## src/rtl/traffic_pkg.sv

```systemverilog
// Shared types and constants for the traffic-light controller and its input conditioning.
package traffic_pkg;

    typedef enum logic {LOW, HIGH} senseState;

    localparam int unsigned TRAFFIC_CLK_DIV    = 1000;
    localparam int unsigned TRAFFIC_STABLE_CNT = 4;

    localparam logic [1:0] GREEN  = 2'b00;
    localparam logic [1:0] YELLOW = 2'b01;
    localparam logic [1:0] RED    = 2'b10;

endpackage

```

## src/rtl/traffic_debounce_ch.sv

```systemverilog
// One sensor channel: two-flop synchroniser followed by a tick-driven stability filter.
module traffic_debounce_ch
    import traffic_pkg::*;
#(
    parameter int unsigned STABLE_CNT = TRAFFIC_STABLE_CNT
) (
    input  logic clk,
    input  logic NOT_RESET,
    input  logic tick,
    input  logic raw,
    output logic level
);

    localparam int unsigned CntW = $clog2(STABLE_CNT + 1);
    localparam logic [CntW-1:0] CntLast = CntW'(STABLE_CNT - 1);

    logic            s1;
    logic            s2;
    senseState       state_q;
    senseState       state_d;
    logic [CntW-1:0] cnt_q;
    logic [CntW-1:0] cnt_d;

    always_ff @(posedge clk or negedge NOT_RESET) begin
        if (!NOT_RESET) begin
            s1 <= 1'b0;
            s2 <= 1'b0;
        end else begin
            s1 <= raw;
            s2 <= s1;
        end
    end

    always_ff @(posedge clk or negedge NOT_RESET) begin
        if (!NOT_RESET) begin
            state_q <= LOW;
            cnt_q   <= '0;
        end else begin
            state_q <= state_d;
            cnt_q   <= cnt_d;
        end
    end

    // Any agreeing sample restarts the window; only STABLE_CNT differing ticks in a row flip.
    always_comb begin
        state_d = state_q;
        cnt_d   = cnt_q;
        if (tick) begin
            if (s2 == (state_q == HIGH)) begin
                cnt_d = '0;
            end else if (cnt_q == CntLast) begin
                state_d = (state_q == LOW) ? HIGH : LOW;
                cnt_d   = '0;
            end else begin
                cnt_d = cnt_q + 1'b1;
            end
        end
    end

    always_comb begin
        level = (state_q == HIGH);
    end

endmodule

```

## src/rtl/traffic_sensor_conditioner.sv

```systemverilog
// Synchronises and debounces the four traffic-controller pad inputs on a shared sample tick.
// Define TRAFFIC_SENSE_PULSE_EN to turn P and R into single-cycle rising-edge pulses.
module traffic_sensor_conditioner
    import traffic_pkg::*;
#(
    parameter int unsigned CLK_DIV    = TRAFFIC_CLK_DIV,
    parameter int unsigned STABLE_CNT = TRAFFIC_STABLE_CNT
) (
    input  logic clk,
    input  logic NOT_RESET,
    input  logic raw_ta,
    input  logic raw_tb,
    input  logic raw_p,
    input  logic raw_r,
    output logic Ta,
    output logic Tb,
    output logic P,
    output logic R,
    output logic sample_tick
);

    localparam int unsigned DivW = (CLK_DIV > 1) ? $clog2(CLK_DIV) : 1;
    localparam logic [DivW-1:0] DivLast = DivW'(CLK_DIV - 1);

    logic [DivW-1:0] div_q;
    logic            run_q;
    logic            level_ta;
    logic            level_tb;
    logic            level_p;
    logic            level_r;

    always_ff @(posedge clk or negedge NOT_RESET) begin
        if (!NOT_RESET) begin
            div_q <= '0;
            run_q <= 1'b0;
        end else begin
            div_q <= (div_q == DivLast) ? '0 : div_q + 1'b1;
            run_q <= 1'b1;
        end
    end

    // run_q keeps the tick low in reset, which matters when CLK_DIV is 1 and the count is pinned.
    assign sample_tick = run_q && (div_q == DivLast);

    traffic_debounce_ch #(.STABLE_CNT(STABLE_CNT)) u_ch_ta (
        .clk       (clk),
        .NOT_RESET (NOT_RESET),
        .tick      (sample_tick),
        .raw       (raw_ta),
        .level     (level_ta)
    );

    traffic_debounce_ch #(.STABLE_CNT(STABLE_CNT)) u_ch_tb (
        .clk       (clk),
        .NOT_RESET (NOT_RESET),
        .tick      (sample_tick),
        .raw       (raw_tb),
        .level     (level_tb)
    );

    traffic_debounce_ch #(.STABLE_CNT(STABLE_CNT)) u_ch_p (
        .clk       (clk),
        .NOT_RESET (NOT_RESET),
        .tick      (sample_tick),
        .raw       (raw_p),
        .level     (level_p)
    );

    traffic_debounce_ch #(.STABLE_CNT(STABLE_CNT)) u_ch_r (
        .clk       (clk),
        .NOT_RESET (NOT_RESET),
        .tick      (sample_tick),
        .raw       (raw_r),
        .level     (level_r)
    );

    assign Ta = level_ta;
    assign Tb = level_tb;

`ifdef TRAFFIC_SENSE_PULSE_EN
    logic level_p_d;
    logic level_r_d;

    always_ff @(posedge clk or negedge NOT_RESET) begin
        if (!NOT_RESET) begin
            level_p_d <= 1'b0;
            level_r_d <= 1'b0;
        end else begin
            level_p_d <= level_p;
            level_r_d <= level_r;
        end
    end

    assign P = level_p & ~level_p_d;
    assign R = level_r & ~level_r_d;
`else
    assign P = level_p;
    assign R = level_r;
`endif

endmodule
```

## config.mk

```make
export PLATFORM = sky130hd
export DESIGN_NAME = traffic_sensor_conditioner
export DESIGN_NICKNAME = d
export VERILOG_FILES = /design/src/rtl/traffic_pkg.sv /design/src/rtl/traffic_debounce_ch.sv /design/src/rtl/traffic_sensor_conditioner.sv
export SDC_FILE = /design/constraint.sdc
export NUM_CORES = 1
export LEC_CHECK = 0
export ABC_AREA = 1
export CAP_MARGIN = 20
export CELL_PAD_IN_SITES_DETAIL_PLACEMENT = 2
export CELL_PAD_IN_SITES_GLOBAL_PLACEMENT = 2
export CORE_MARGIN = 2
export CORE_UTILIZATION = 36
export DETAILED_ROUTE_END_ITERATION = 10
export PLACE_DENSITY_LB_ADDON = 0.08
export REMOVE_ABC_BUFFERS = 1
export SYNTH_ARGS = -nofsm -noshare
export SYNTH_HDL_FRONTEND = slang
export SYNTH_SLANG_ARGS = --single-unit
```

## constraint.sdc

```tcl
create_clock -name clk -period 1.78 [get_ports clk]
set_input_delay 0.267 -clock clk [delete_from_list [all_inputs] [get_ports clk]]
set_output_delay 0.267 -clock clk [all_outputs]
set_load 0.005 [all_outputs]
```

# Word level (Yosys, flattened, before mapping)
# Cells that the tools add are included.
# totals
register_bits,35
inputBits,6
output_inout_bits,5
wordCells,54
# classes
addsub,5
n_eq_ne,9
muxes,13
bitwise,4
reduce_logical,5
# ops
op,n
two-way mux 3 bit,8
adder 3 x 1 -> 3 bit (second input constant),4
equality test 3 x 2 -> 1 bit (second input constant),4
AND reduction 3 bit,4
adder 10 x 1 -> 10 bit (second input constant),1
equality test 10 bit (second input constant),1
two-way mux 10 bit,1
equality test 1 bit,4
two-way mux 1 bit,4
inverter 1 bit,4
logical AND 1 bit,1

# Longest topological paths before layout
# Gate-level depths: netlist of run 1.
# logic_depth
depth_word,3
mapped_depth,10
mapped_depth_nobuf,9

# Modules after synthesis
# From an unflattened synthesis of run 1, not the netlist that was laid out.
# hier_totals
hier_cells,185
area_unflattened_um2,1567.8
# modules_own_cells
mod,n_inst,cells_each,area_each_um2,seq_area_each_um2
traffic_debounce_ch (u_ch_p ...),3,28,254.0,150.1
traffic_sensor_conditioner,1,71,548.0,275.3
traffic_debounce_ch (u_ch_ta),1,30,257.7,150.1

# Least setup slack after synthesis of run 1
# No wires, ideal clock.
# synth_timing
path_kind,register -> output
from,register div_q[0]
to,output port sample_tick
arrival_ns,1.104
t_required_ns,1.513
path_slack_ns,0.409
path_stages_with_launch,9
path_buffers,1
path_cell_list,dfrtp_1 > ha_1 > nand2_2 > inv_2 > nand2_2 > nor2_4 > nand2_4 > nor2_4 > buf_6
# synth_between
elab_chain_len,2
# synth_lines
item,line,rtl
start: declaration,traffic_sensor_conditioner.sv:25,logic [DivW-1:0] div_q;
start signal: assignment,traffic_sensor_conditioner.sv:37,div_q <= (div_q == DivLast) ? '0 : div_q + 1'b1;
equality test 10 bit,traffic_sensor_conditioner.sv:43,assign sample_tick = run_q && (div_q == DivLast);
logical AND 1 bit,traffic_sensor_conditioner.sv:43,
end: declaration,traffic_sensor_conditioner.sv:19,output logic sample_tick
# No other way between the ends.

# Worst setup path in the final report of run 1
# Ends and elaborated chain as after synthesis.

==> results of run 1 <==
## power breakdown
part / internal [mW] / switching [mW] / total, mW / leakage, nW
registers: 0.805 / 0.00625 / 0.811 / 0.454
clock network: 0.409 / 0.305 / 0.715 / 0.0502
logic: 0.0193 / 0.0301 / 0.0495 / 0.515
total: 1.23 / 0.342 / 1.58 / 1.02
## cells by family (layout without fill, tap and decap cells)
family / count (synthesis) / after routing / share of synthesized area
and+or+nand+nor: 95 / 95 / 0.2975
DFF: 35 / 35 / 0.5380
buffers and inverters: 20 / 51 / 0.05072
AOI/OAI and AO/OA: 12 / 12 / 0.04611
adders and majority gates: 5 / 5 / 0.03843
xor gates and xnor gates: 5 / 5 / 0.02691
other: 1 / 1 / 0.002304
## synth_stat cells (4+ instances only)
| library cell | n | area (um^2) |
|---|---|---|
| nor2_4 | 4 | 45.04 |
| a21boi_0 | 4 | 30.03 |
| or2_2 | 4 | 25.02 |
| nor3_1 | 5 | 25.02 |
| nor2_1 | 19 | 71.32 |
| nand3_2 | 6 | 60.06 |
| inv_1 | 18 | 67.56 |
| nand2_1 | 40 | 150.1 |
| nand3_1 | 7 | 35.03 |
| ha_1 | 5 | 62.56 |
| dfrtp_1 | 35 | 875.8 |
## sequential cells by signal (all words and copies together) (netlist names)
| name | count |
|---|---|
| u_ch_p.s1 | 1 |
| u_ch_ta.s1 | 1 |
| u_ch_r.s1 | 1 |
| u_ch_r.s2 | 1 |
| u_ch_p.cnt_q | 3 |
| u_ch_p.level | 1 |
| u_ch_r.level | 1 |
| u_ch_ta.level | 1 |
| u_ch_tb.s2 | 1 |
| u_ch_tb.level | 1 |
| div_q | 10 |
| run_q | 1 |
| u_ch_r.cnt_q | 3 |
| u_ch_ta.cnt_q | 3 |
| u_ch_p.s2 | 1 |
| u_ch_ta.s2 | 1 |
| u_ch_tb.cnt_q | 3 |
| u_ch_tb.s1 | 1 |
## stage by stage
step	std cells	hold WS [ns]
5_1_grt	256	0.3696
6_report	256	0.3575
2_1_floorplan	172	-0.02859
3_5_place_dp	242	0.3410
3_3_place_gp	242	0.3317
4_1_cts	252	0.3513
## area by class of cell
cell class                 instances  area share
multi-input combinational        118      0.3412
tap                               52     0.03232
timing repair buffer              25      0.1032
clock buffer                       5     0.03418
clock inverter                     2     0.01865
inverter                          19     0.03543
sequential                        35      0.4351
## path summary, 6_finish.rpt
check	from	endpoint	slack (ns)	cells past startpoint
worst min-delay path	u_ch_r.s1	u_ch_r.s2	0.36	0
worst min register to register	u_ch_r.s1	u_ch_r.s2	0.36	0
worst max register to register	div_q[0]	u_ch_r.cnt_q[0]	0.13	9
worst max-delay path	div_q[0]	sample_tick	0.1	8
max in group asynchronous	NOT_RESET	u_ch_tb.cnt_q[2]	1.05	2
min in group asynchronous	NOT_RESET	div_q[7]	0.39	2
## routing by layer
layer / wire length (um) / part of all wire / up-vias
met3: 122 / 0.029 / 7
met2: 2195 / 0.52 / 13
met5: 0 / 0 / -
met4: 56 / 0.013 / 0
met1: 1867 / 0.44 / 629
li1: - / - / 607
## timing repair
item                                    in CTS  in global routing
endpoints found under the setup margin       1                  1
buffers inserted                             3                  4
pin swaps                                    2                  2
gates resized for setup                      5                  2
==> metrics.cfg, run 1 <==
[outcome]
status = finished, final reports clean

[timing]
fin_crit_ns = 1.684
rsz0062_at_grt = true
finalSetupViolCount = 0
period_share = 0.9463
fin_ws_ns = 0.09562
finalSetupTns_ns = 0
finalHoldViolCount = 0
finalClockSkew_ns = 0.009483
max_freq_mhz = 593.7
slew_violations = 0

[setup_path]
critical_path.top_delay_family = flip-flops
path_cells = ha_4 -> nand2_4 -> inv_2 -> nand2_2 -> nor2_4 -> nand2_4 -> nor2_4 -> buf_2
critPathSlowestCell = dfrtp_1
startpoint_type = flop
arrival_ns = 1.42
cp_max_fo = 3
crit_type = reg -> out
cp_num_buf_inv = 2
slowest_delay_ns = 0.40
end_kind = output pin
worst-endpoint-required_ns = 1.51

[floorplanning]
die_area_um2 = 5076
pin_count = 11
die_h_um = 71.25
rows = 24
dieWidth_um = 71.25
start_util = 0.3739
core_area_um2 = 4354

[layout]
multiInputGateArea_um2 = 686.9
layout_commonest_cell = nand2_1
final_cell_mix = nand2_1 (40), dfrtp_1 (35), nor2_1 (19), inv_1 (18), buf_4 (15)
layout.area.seq_um2 = 875.8
insertedDiodeCount = 0
drive_gt1_frac = 0.2255
nets = 215
post-route-util = 0.4624
fillers = 487
area_delta_synth_final_pct = 23.67
stdcell_area_um2 = 2013

[drt]
vias = 1256
drt_wl_total_um = 4241
drtIter0Drc = 41
vias_per_cell = 4.906
drc = 0
antenna_left = 0
first_pass_iters = 4
route.detailed.wl_per_inst_um = 16.57

[hold_path]
hp-class = reg -> reg

[clock_network]
cts_buffers = 5
cts_max_path_buffers = 2
cts_hold_buffers = 0
clk_pin_slew_ns = 0.08
htreeDepth = 2
clock_sinks = 35
root_buffer = clkbuf_8
tritoncts = built
insertion_delay_ns = 0.29

[place]
hpwlAfterDp_um = 2940
numPortBuffers = 10
gp_congestion = 0.8483
place_ws_ns = -0.03998
place_area_um2 = 1842

[global_route]
antenna_found_initial = 0
grt_use_met2 = 0.3282
grt_busiest_layer = met2
grt_use_total = 0.1898
grt_start_max_net_pins = 36
grt_first_pass_wirelength_um = 7314
grt_pass1_vias = 1481
grtUsageMet3 = 0.04782
grt_overflow = 0
grt_use_met1 = 0.2314

[synthesis]
yosysSeqAreaShare = 0.5380
syn_area_um2 = 1628
synthCells = 173
ys_seq_elements = 35
ys.flop_type = dfrtp_1
synth_cell_types = 26
synth_edf_count = 0
yosysWarningCount = 0
ys_async_sr_fraction = 1.000
syn_avg_cell_area_um2 = 9.409

[pwr]
power.leakage_nw = 1.019
power_density_nw_per_um2 = 782.5
p_total_mw = 1.575
peakVddDrop_uv = 312.4

[job]
drv_cap = 0

No activity file was read; power rests on OpenSTA's default activity.
==> run 2: changes to the inputs <==
CORE_UTILIZATION = 39   (was 36)
clock period = 2.1 ns   (was 1.78 ns; I/O delays follow)
==> metrics.cfg, run 2 (synthesis gave the netlist of run 1 again) <==
[outcome]
status = finished, final reports clean

[job]
drv_cap = 0

[timing]
timing.hold.ws_ns = 0.3564
rsz0062_at_grt = false
finalSetupTns_ns = 0
max_freq_mhz = 520.8
slew_violations = 0
finalClockSkew_ns = 0.004178
finalHoldViolCount = 0
finalSetupViolCount = 0
fin_crit_ns = 1.920
fin_ws_ns = 0.1800
period_share = 0.9143

[layout]
largest_register_ffs = 10
multiInputGateArea_um2 = 671.9
largest-register = div_q
layout.area.seq_um2 = 875.8
drive_gt1_frac = 0.1710
insertedDiodeCount = 0
layout_commonest_cell = nand2_1
final_cell_mix = nand2_1 (40), dfrtp_1 (35), nor2_1 (19), inv_1 (18), clkdlybuf4s50_1 (9)
fillers = 442
area_delta_synth_final_pct = 16.14
nets = 205

[clock_network]
cts_buffers = 5
tritoncts = built
clk_pin_slew_ns = 0.06
htreeDepth = 2
insertion_delay_ns = 0.28
root_buffer = clkbuf_8
cts_max_path_buffers = 2
clock_sinks = 35
cts_hold_buffers = 0

[floorplanning]
pin_count = 11
start_util = 0.4069
die_area_um2 = 4707
die_h_um = 68.61
core_area_um2 = 4000
dieWidth_um = 68.61
rows = 23

[pwr]
p_total_mw = 1.166
power.leakage_nw = 0.9418
peakVddDrop_uv = 385.4
power_density_nw_per_um2 = 616.7

[setup_path]
endpoint = sample_tick
ff2ff_path_depth = 7
r2r_slack_ns = 0.54
crit_type = reg -> out
arrival_ns = 1.61
cp_max_fo = 4
startpoint_type = flop
worst-endpoint-required_ns = 1.78
reg2reg_from = div_q[0]
end_kind = output pin
timing.rr.end = u_ch_p.cnt_q[0]
crit_start = div_q[0]

[drt]
drt_wl_total_um = 3817
drc = 0
drtIter0Drc = 14
antenna_left = 0
vias = 1192
route.detailed.wl_per_inst_um = 15.71
first_pass_iters = 2
vias_per_cell = 4.905

[global_route]
grt_pass1_vias = 1352
grt_use_total = 0.1920
grt_overflow = 0
grt_first_pass_wirelength_um = 6430
antenna_found_initial = 0
grt_start_max_net_pins = 36

[place]
gp_congestion = 0.8287
hpwlAfterDp_um = 2808
numPortBuffers = 10
place_ws_ns = 0.1522

[hold_path]
hp-class = reg -> reg

[run 2: stage by stage]
step           instance area (um^2)  utilization  std cells
6_report                       1891       0.4726        243
5_1_grt                        1891       0.4726        243
4_1_cts                        1891       0.4726        243
3_5_place_dp                   1802       0.4504        235
3_3_place_gp                   1802       0.4504        235
2_1_floorplan                  1617            -        172
[run 2: layout make-up]
cell class | count | area share
clock buffers | 6 | 0.03839
flip-flops and latches | 35 | 0.4633
repair buffers | 15 | 0.07214
well taps | 50 | 0.03309
multi-input cells | 118 | 0.3554
inverters | 19 | 0.03772
[run 2: where the power goes]
part           switching [mW]  internal (mW)
combinational          0.0245         0.0164
clock                   0.216          0.221
sequential            0.00498          0.683
[run 2: how the worst min path moves through the flow]
stage | start | cells past startpoint | slack [ns] | to
3_5_place_dp | u_ch_ta.s1 | 0 | 0.34 | u_ch_ta.s2
6_report | u_ch_p.s1 | 0 | 0.36 | u_ch_p.s2
3_3_place_gp | u_ch_tb.s1 | 0 | 0.33 | u_ch_tb.s2
2_1_floorplan | NOT_RESET | 0 | 0.02 | div_q[0]
4_1_cts | u_ch_tb.s1 | 0 | 0.36 | u_ch_tb.s2
5_1_grt | u_ch_tb.s1 | 0 | 0.36 | u_ch_tb.s2
[run 2: timing repair]
item | in CTS | in global routing
setup buffers | 2 | 0
resized for setup | 2 | 0
setup endpoints to repair | 1 | 0
endpoints found under the hold margin | 0 | 0
[run 2: per-layer routing]
| metal | part of all wire | GRT usage | wire length, um | vias to the layer above |
|---|---|---|---|---|
| met5 | 0 | 0 | 0 | - |
| met4 | 0.012 | 0.06000 | 47 | 0 |
| met3 | 0.024 | 0.04870 | 93 | 6 |
| met2 | 0.52 | 0.3377 | 1978 | 12 |
| met1 | 0.44 | 0.2283 | 1697 | 592 |
| li1 | - | - | - | 582 |
[run 2: worst max-delay path, cell delays in order (launching register included)]
cell and delay [ns]:
dfrtp_1 0.36, ha_2 0.19, nand2_2 0.07, inv_2 0.08, nand2_2 0.06, nor2_4 0.12, nand2_4 0.09, nor2_4 0.11
dlygate4sd2_1 0.24
